## src/rtl/puf_response_uart_tx_if.sv

```systemverilog
// Valid/ready channel carrying one PUF response word from controller_simple
// to the UART transmitter.
interface puf_response_uart_tx_if #(
  parameter int RESP_WIDTH = 64
);
  logic [RESP_WIDTH-1:0] resp_data;
  logic                  resp_valid;
  logic                  resp_ready;

  modport master (output resp_data, output resp_valid, input resp_ready);
  modport slave  (input resp_data, input resp_valid, output resp_ready);
endinterface

```

## src/rtl/puf_response_uart_tx.sv

```systemverilog
// Serializes a PUF response word onto an 8N1 UART line, least-significant
// byte first, with a one-cycle done pulse after the final stop bit.
module puf_response_uart_tx #(
  parameter int CLKS_PER_BIT = 868,
  parameter int RESP_WIDTH   = 64
) (
  input  logic                 clk,
  input  logic                 rst,
  puf_response_uart_tx_if.slave resp,
  output logic                 tx,
  output logic                 busy,
  output logic                 done
);
  localparam int NBYTES = RESP_WIDTH / 8;
  localparam int CNT_W  = $clog2(CLKS_PER_BIT);
  localparam int BYTE_W = (NBYTES > 1) ? $clog2(NBYTES) : 1;
  localparam logic [CNT_W-1:0]  BAUD_LAST = CNT_W'(CLKS_PER_BIT - 1);
  localparam logic [BYTE_W-1:0] BYTE_LAST = BYTE_W'(NBYTES - 1);

  typedef enum logic [1:0] {IDLE, START, DATA, STOP} state_e;

  state_e                state_q, state_d;
  logic [CNT_W-1:0]      baud_q, baud_d;
  logic [2:0]            bit_q, bit_d;
  logic [BYTE_W-1:0]     byte_q, byte_d;
  logic [RESP_WIDTH-1:0] shreg_q, shreg_d;
  logic                  tx_q, tx_d;
  logic                  done_q, done_d;
  logic                  accept;
  logic                  bit_end;

  assign resp.resp_ready = (state_q == IDLE) && !rst;
  assign accept          = resp.resp_valid && resp.resp_ready;
  assign bit_end         = (baud_q == BAUD_LAST);
  assign tx              = tx_q;
  assign busy            = (state_q != IDLE);
  assign done            = done_q;

  // tx_d carries the line level of the state being entered, so tx stays registered
  always_comb begin
    state_d = state_q;
    baud_d  = baud_q;
    bit_d   = bit_q;
    byte_d  = byte_q;
    shreg_d = shreg_q;
    tx_d    = tx_q;
    done_d  = 1'b0;
    case (state_q)
      IDLE: begin
        tx_d = 1'b1;
        if (accept) begin
          shreg_d = resp.resp_data;
          byte_d  = '0;
          baud_d  = '0;
          tx_d    = 1'b0;
          state_d = START;
        end
      end
      START: begin
        baud_d = baud_q + 1'b1;
        if (bit_end) begin
          baud_d  = '0;
          bit_d   = '0;
          tx_d    = shreg_q[0];
          state_d = DATA;
        end
      end
      DATA: begin
        baud_d = baud_q + 1'b1;
        if (bit_end) begin
          // Shift out the finished bit so the next bit (or next byte's bit 0) sits at [0]
          baud_d  = '0;
          shreg_d = shreg_q >> 1;
          if (bit_q == 3'd7) begin
            tx_d    = 1'b1;
            state_d = STOP;
          end else begin
            bit_d = bit_q + 1'b1;
            tx_d  = shreg_q[1];
          end
        end
      end
      STOP: begin
        baud_d = baud_q + 1'b1;
        if (bit_end) begin
          baud_d = '0;
          if (byte_q != BYTE_LAST) begin
            byte_d  = byte_q + 1'b1;
            tx_d    = 1'b0;
            state_d = START;
          end else begin
            tx_d    = 1'b1;
            done_d  = 1'b1;
            state_d = IDLE;
          end
        end
      end
      default: state_d = IDLE;
    endcase
  end

  always_ff @(posedge clk) begin
    if (rst) begin
      state_q <= IDLE;
      baud_q  <= '0;
      bit_q   <= '0;
      byte_q  <= '0;
      tx_q    <= 1'b1;
      done_q  <= 1'b0;
    end else begin
      state_q <= state_d;
      baud_q  <= baud_d;
      bit_q   <= bit_d;
      byte_q  <= byte_d;
      tx_q    <= tx_d;
      done_q  <= done_d;
    end
  end

  always_ff @(posedge clk) begin
    shreg_q <= shreg_d;
  end
endmodule

```

## src/flat_wrapper.sv

```systemverilog
// flat-port wrapper written by rule: the top's interface ports become plain ports
module puf_response_uart_tx_flat 
#(
  parameter int CLKS_PER_BIT = 868,
  parameter int RESP_WIDTH   = 64
)
  (clk, rst, tx, busy, done, resp_resp_data, resp_resp_valid, resp_resp_ready);
  puf_response_uart_tx_if #(.RESP_WIDTH(RESP_WIDTH)) resp_i ();
  input  logic clk;
  input  logic rst;
  output logic tx;
  output logic busy;
  output logic done;
  input wire logic [$bits(resp_i.resp_data)-1:0] resp_resp_data;
  input wire logic [$bits(resp_i.resp_valid)-1:0] resp_resp_valid;
  output wire logic [$bits(resp_i.resp_ready)-1:0] resp_resp_ready;
  assign resp_i.resp_data = resp_resp_data;
  assign resp_i.resp_valid = resp_resp_valid;
  assign resp_resp_ready = resp_i.resp_ready;
  puf_response_uart_tx #(.CLKS_PER_BIT(CLKS_PER_BIT), .RESP_WIDTH(RESP_WIDTH)) u_core (.clk(clk), .rst(rst), .resp(resp_i), .tx(tx), .busy(busy), .done(done));
endmodule
```

## config.mk

```make
export PLATFORM = sky130hd
export DESIGN_NAME = puf_response_uart_tx_flat
export DESIGN_NICKNAME = d
export VERILOG_FILES = /design/src/rtl/puf_response_uart_tx_if.sv /design/src/rtl/puf_response_uart_tx.sv /design/src/flat_wrapper.sv
export SDC_FILE = /design/constraint.sdc
export NUM_CORES = 1
export LEC_CHECK = 0
export ABC_AREA = 1
export ABC_CLOCK_PERIOD_IN_PS = 5100
export CORE_MARGIN = 2
export CORE_UTILIZATION = 53
export DETAILED_ROUTE_END_ITERATION = 8
export GPL_TIMING_DRIVEN = 0
export PLACE_DENSITY = 0.88
export SYNTH_ARGS = -nofsm -noshare
export SYNTH_HDL_FRONTEND = slang
export SYNTH_SLANG_ARGS = --single-unit
```

## constraint.sdc

```tcl
create_clock -name clk -period 5.1 [get_ports clk]
set_input_delay 0.765 -clock clk [delete_from_list [all_inputs] [get_ports clk]]
set_output_delay 0.765 -clock clk [all_outputs]
set_load 0.005 [all_outputs]
```

==> flow_summary.json, run 1 <==
{
  "grt_setup_unrepaired": "false",
  "fp-row-count": 31,
  "synth_most_common_cell": "nand2_1",
  "drt_first_pass_iters": 4,
  "crit_chain": "clkdlybuf4s50_1, buf_2, nor2_1, clkdlybuf4s50_1",
  "initial_core_util_pct": 54.9,
  "regArea_um2": 2320,
  "yosysTopAreaCell": "edfxtp_1",
  "fill_cells": 566,
  "fin_crit_sh_pct": 56.0,
  "powerDensity_nw_per_um2": 402,
  "port_buffers": 70,
  "crit_path_end_kind": "primary output",
  "slew_headroom_pct": 55.5,
  "drc": 0,
  "worstSetupStartpoint": "rst",
  "hp-start": "u_core.baud_q[7]",
  "postSynthCellCount": 458,
  "die_area_um2": 8220,
  "hold_viol_final": 0,
  "tns_ps": 0,
  "syn_avg_cell_area_um2": 8.69,
  "critical_path_arrival_ps": 2090,
  "synth_async_sr_flop_share_pct": 0,
  "nNetsFinal": 618,
  "clkSinkCount": 84,
  "synth_top_area_share_pct": 48.3,
  "layout.cells.non_filler": 644,
  "io_pins": 71,
  "synth.area.top_cells": "edfxtp_1 (48%), nand2_1 (22%), dfxtp_1 (10%)",
  "critical-path-slowest-cell": "clkdlybuf4s50_1",
  "maxCapViolCount": 0,
  "finalInstanceArea_um2": 5060,
  "dp_hpwl_um": 6330,
  "wl_per_cell_um": 13.5,
  "finalSetupViolCount": 0,
  "period_needed_ps": 2860,
  "fin_hold_ws_ps": 478,
  "synth_cell_types": 28,
  "post_cts_buffers": 0,
  "die_w_um": 90.6,
  "grt_max_degree": 31,
  "grt_pass1_vias": 3237,
  "cts_root_buf": "clkbuf_8",
  "multi_input_area_um2": 1480,
  "finClkSkew_ps": 8.35,
  "drt_iter0_markers": 288,
  "die-height_um": 90.6,
  "yosysSeqAreaShare_pct": 58.4,
  "drive_gt1_share_pct": 7.71,
  "synth_edf_count": 64,
  "cts_made_buffers": 9,
  "critPathMaxFanout": 10,
  "h-tree-depth": 3,
  "post_cts_resized": 0,
  "critPathMostFrequentCell": "clkdlybuf4s50_1",
  "dpl.cell_count": 629,
  "area_delta_synth_final_pct": 27.1,
  "syn_area_um2": 3980,
  "synthesis.nets": 535,
  "synth_common_cells": "nand2_1 (231), edfxtp_1 (64), inv_1 (26), nor2_1 (21), dfxtp_1 (20)",
  "power_uw": 2030,
  "ys.flop_type": "edfxtp_1",
  "core_area_um2": 7250,
  "synth_seq_cells": 84,
  "vias": 3294,
  "worst_pin_slew_ps": 666,
  "placedInstanceArea_um2": 4860,
  "critPathKind": "input pin to primary output",
  "critPathLaunchType": "input pin",
  "insertion_delay_ps": 370,
  "ctsHoldBuffers": 0,
  "wl_um": 8690,
  "cp.required_ps": 4340,
  "ir_worst_vdd_mv": 0.213,
  "slowest_delay_ps": 520,
  "grt_usage_pct": 22.4,
  "cts_tree": "yes",
  "hold_path.class": "flop to flop",
  "postRouteAntennaNets": 0,
  "routed_via_density": 5.11,
  "clk_pin_slew_ps": 80,
  "leakage_uw": 0.00208,
  "reg2reg_from": "u_core.state_q[0]",
  "cts_buffer_depth": 2,
  "grt-ovfl-total": 0,
  "slew_viol_final": 0,
  "max_freq_mhz": 350,
  "antenna_cells": 0,
  "routabilityCongestion": 0.894,
  "antenna_found_initial": 0,
  "ys_warn_count": 0,
  "grt_pass1_wl_um": 14600,
  "status": "finished clean"
}
area by class of cell:
type                    count  area share (%)
flip-flops and latches     84            45.9
multi-input cells         326            29.2
repair buffers             72            14.8
clock buffers               9            2.45
well taps                  99            2.45
inverters                  30            2.23
plain buffers              18            1.58
clock inverters             6            1.43
stage by stage:
stage | util (%) | setup WS, ps
global placement | 66.2 | -1420
floorplan | - | 234
global route | 69.7 | 2160
detailed placement | 67.0 | 2110
finish | 69.7 | 2240
CTS | 69.7 | 2230
cell families after synthesis:
family	synth area share [%]
and+or+nand+nor	29.0
adders and majority gates	3.14
DFF	58.4
buffers and inverters	4.84
AOI/OAI and AO/OA	4.69
sequential cells by signal, summed over array words and instances, names as in the netlist:
signal / count
u_core.shreg_q: 64
u_core.baud_q: 10
u_core.bit_q: 3
u_core.byte_q: 3
u_core.state_q: 2
u_core.done: 1
u_core.tx: 1
cell usage in the layout (no fill, tap or decap), types with 2 or more instances in the layout:
master / n
nand2_1: 231
clkdlybuf4s50_1: 70
edfxtp_1: 64
inv_1: 26
nor2_1: 21
dfxtp_1: 20
a21oi_1: 15
nand3_1: 14
buf_2: 10
ha_1: 10
o21ai_0: 9
clkbuf_8: 9
clkbuf_1: 7
nand4_1: 5
inv_2: 4
nand2_2: 3
o21ai_1: 3
clkinvlp_4: 3
nor2_4: 2
a21oi_4: 2
o21a_1: 2
worst max-delay path: cells and delay by family:
family | cells | cell delay (ps)
and+or+nand+nor | 1 | 160
buffers and inverters | 3 | 1160
routing by layer:
layer | share of wire [%] | wire, µm | GRT usage (%)
met5 | 0 | 0 | 0
met4 | 2.0 | 171 | 9.23
met3 | 5.7 | 494 | 4.42
met2 | 50 | 4310 | 38.1
met1 | 43 | 3710 | 28.0
worst paths after layout:
kind              depth (start not counted)                 end  slack (ps)
setup / recovery                          4     resp_resp_ready        2240
hold / removal                            1         u_core.done         480
setup reg to reg                          6  u_core.shreg_q[49]        2670
hold reg to reg                           1         u_core.done         480
power breakdown:
part	internal, µW	leakage [µW]	total, µW	switching [µW]
Sequential	920	0.000758	969	49.4
Combinational	213	0.00123	581	368
Clock	228	0.0000899	482	253
Total	1360	0.00208	2030	671
Power figures use the tool's default switching activity.
==> inputs of run 2 (changes only) <==
--- a/config.mk
+++ b/config.mk
@@ -6,12 +6,12 @@
 export NUM_CORES = 1
 export LEC_CHECK = 0
 export ABC_AREA = 1
-export ABC_CLOCK_PERIOD_IN_PS = 5100
+export ABC_CLOCK_PERIOD_IN_PS = 2300
 export CORE_MARGIN = 2
-export CORE_UTILIZATION = 53
+export CORE_UTILIZATION = 47
 export DETAILED_ROUTE_END_ITERATION = 8
 export GPL_TIMING_DRIVEN = 0
-export PLACE_DENSITY = 0.88
+export PLACE_DENSITY = 0.83
 export SYNTH_ARGS = -nofsm -noshare
 export SYNTH_HDL_FRONTEND = slang
 export SYNTH_SLANG_ARGS = --single-unit
==> constraint.sdc (replaced) <==
create_clock -name clk -period 2.3 [get_ports clk]
set_input_delay 0.345 -clock clk [delete_from_list [all_inputs] [get_ports clk]]
set_output_delay 0.345 -clock clk [all_outputs]
set_load 0.005 [all_outputs]
==> run 2 against run 1 <==
Effect of this change: flip-flop and latch count is the same; via count shrank 2.3%; sequential share of layout area shrank 0.63 points; setup slack lost 2100 ps; first-iteration DRC count shrank 44%; critical path type is now flop to flop; largest cell class unchanged; highest routed layer unchanged.
==> flow_summary.json, run 2 (synthesis gave the netlist of run 1 again) <==
{
  "port_buffers": 70,
  "ctsHoldBuffers": 0,
  "die_w_um": 96.0,
  "fp-row-count": 33,
  "r2r_end": "u_core.shreg_q[35]",
  "antenna_found_initial": 0,
  "post_cts_buffers": 0,
  "grt-ovfl-total": 0,
  "fill_cells": 671,
  "layout.cells.non_filler": 651,
  "regToRegSetupSlack_ps": 160,
  "critPathKind": "flop to flop",
  "top_regs": "u_core.shreg_q x64, u_core.baud_q x10",
  "leakage_uw": 0.00210,
  "drt_iter0_markers": 161,
  "worst_pin_slew_ps": 750,
  "endpoint": "u_core.shreg_q[35]",
  "cp.required_ps": 2360,
  "h-tree-depth": 3,
  "grt_pass1_wl_um": 13600,
  "largest_register": "u_core.shreg_q",
  "wl_per_cell_um": 12.8,
  "status": "finished clean",
  "hold_path.class": "flop to flop",
  "finClkSkew_ps": 6.65,
  "clk_pin_slew_ps": 80,
  "grt_pass1_vias": 3058,
  "initial_core_util_pct": 48.4,
  "powerDensity_nw_per_um2": 858,
  "postRouteAntennaNets": 0,
  "final_common_cell": "nand2_1",
  "hold_viol_final": 0,
  "post_cts_resized": 0,
  "antenna_cells": 0,
  "reg2reg_from": "u_core.state_q[0]",
  "routabilityCongestion": 0.881,
  "grt_max_degree": 26,
  "routed_via_density": 4.94,
  "regArea_um2": 2330,
  "most-common-layout-cells": "nand2_1 (230), clkdlybuf4s50_1 (70), edfxtp_1 (64)",
  "wl_um": 8310,
  "grt_setup_unrepaired": "false",
  "drt_first_pass_iters": 5,
  "grt_usage_pct": 19.3,
  "core_area_um2": 8220,
  "cts_tree": "yes",
  "fin_crit_sh_pct": 92.9,
  "die_area_um2": 9220,
  "vias": 3217,
  "finalSetupViolCount": 0,
  "critical_path_arrival_ps": 2200,
  "critPathMaxFanout": 25,
  "worstSetupStartpoint": "u_core.state_q[0]",
  "drive_gt1_share_pct": 9.89,
  "dpl.cell_count": 635,
  "tns_ps": 0,
  "placedInstanceArea_um2": 4970,
  "die-height_um": 96.0,
  "area_delta_synth_final_pct": 29.2,
  "dp_hpwl_um": 6130,
  "maxCapViolCount": 0,
  "io_pins": 71,
  "critPathLaunchType": "flop",
  "reg2regPathDepth": 9,
  "insertion_delay_ps": 350,
  "finalInstanceArea_um2": 5140,
  "crit_path_end_kind": "flop",
  "largest_reg_flops": 64,
  "cts_buffer_depth": 2,
  "clkSinkCount": 84,
  "slew_viol_final": 0,
  "slew_headroom_pct": 49.9,
  "drc": 0,
  "period_needed_ps": 2140,
  "ir_worst_vdd_mv": 0.481,
  "nNetsFinal": 618,
  "multi_input_area_um2": 1540,
  "cts_root_buf": "clkbuf_8",
  "cts_made_buffers": 9,
  "max_freq_mhz": 468
}
-- run 2: cell types whose count changed in the layout (fill, tap and decap cells not counted), sizes merged --
cell | before | now
inv | 32 | 30
clkinv | 0 | 4
bufinv | 1 | 0
clkbuf | 16 | 17
clkinvlp | 3 | 2
-- run 2: cell type report --
cell class / instances / area share, %
well taps: 105 / 2.56
repair buffers: 72 / 14.7
inverters: 30 / 2.29
plain buffers: 18 / 2.00
clock buffers: 10 / 2.48
multi-input cells: 326 / 29.9
clock inverters: 6 / 0.803
flip-flops and latches: 84 / 45.3
-- run 2: worst min path at each step --
stage / depth (start not counted) / to / slack, ps / start
finish: 2 / u_core.baud_q[6] / 500 / u_core.baud_q[6]
global route: 2 / u_core.tx / 530 / u_core.tx
CTS: 2 / u_core.baud_q[6] / 500 / u_core.baud_q[6]
detailed placement: 2 / u_core.baud_q[6] / 490 / u_core.baud_q[6]
global placement: 2 / u_core.bit_q[1] / 470 / u_core.bit_q[1]
floorplan: 2 / u_core.bit_q[1] / 460 / u_core.bit_q[1]
-- run 2: layer usage --
metal / wire length [µm] / track usage (%) / vias up / share of wire, %
met5: 0 / 0 / - / 0
met1: 3760 / 25.8 / 1478 / 45
met2: 3990 / 31.1 / 93 / 48
li1: - / - / 1641 / -
met4: 64 / 4.29 / 0 / 0.77
met3: 502 / 5.95 / 5 / 6.0
-- run 2: critical path: stages (launching register included) --
cell	delay [ps]
dfxtp_2	370
inv_4	90
ha_4	150
inv_4	70
nor2_4	110
nand2_1	60
inv_1	90
a21oi_2	50
a21oi_4	580
buf_16	250
-- run 2: report_power, final --
part / switching, µW / internal, µW / leakage, µW / total, µW
sequential: 114 / 2040 / 0.000760 / 2160
clock: 528 / 390 / 0.0000799 / 918
combinational: 810 / 525 / 0.00126 / 1330
total: 1450 / 2960 / 0.00210 / 4410
-- run 2: per-stage QoR --
stage / hold slack (ps) / util [%] / setup slack, ps / total power, µW
detailed placement: 491 / 60.5 / -162 / 3530
global route: 530 / 62.6 / 18.7 / 4710
finish: 500 / 62.6 / 163 / 4410
global placement: 471 / 59.8 / -862 / 3410
floorplan: 458 / - / -71.4 / 3050
CTS: 503 / 62.6 / 143 / 4450
==> inputs of run 3 (changes only) <==
--- a/config.mk
+++ b/config.mk
@@ -7,6 +7,7 @@
 export LEC_CHECK = 0
 export ABC_AREA = 1
 export ABC_CLOCK_PERIOD_IN_PS = 2300
+export CAP_MARGIN = 10
 export CORE_MARGIN = 2
 export CORE_UTILIZATION = 47
 export DETAILED_ROUTE_END_ITERATION = 8
==> results of run 3 <==
Final layout, timing and power as in run 2 (identical DEF).
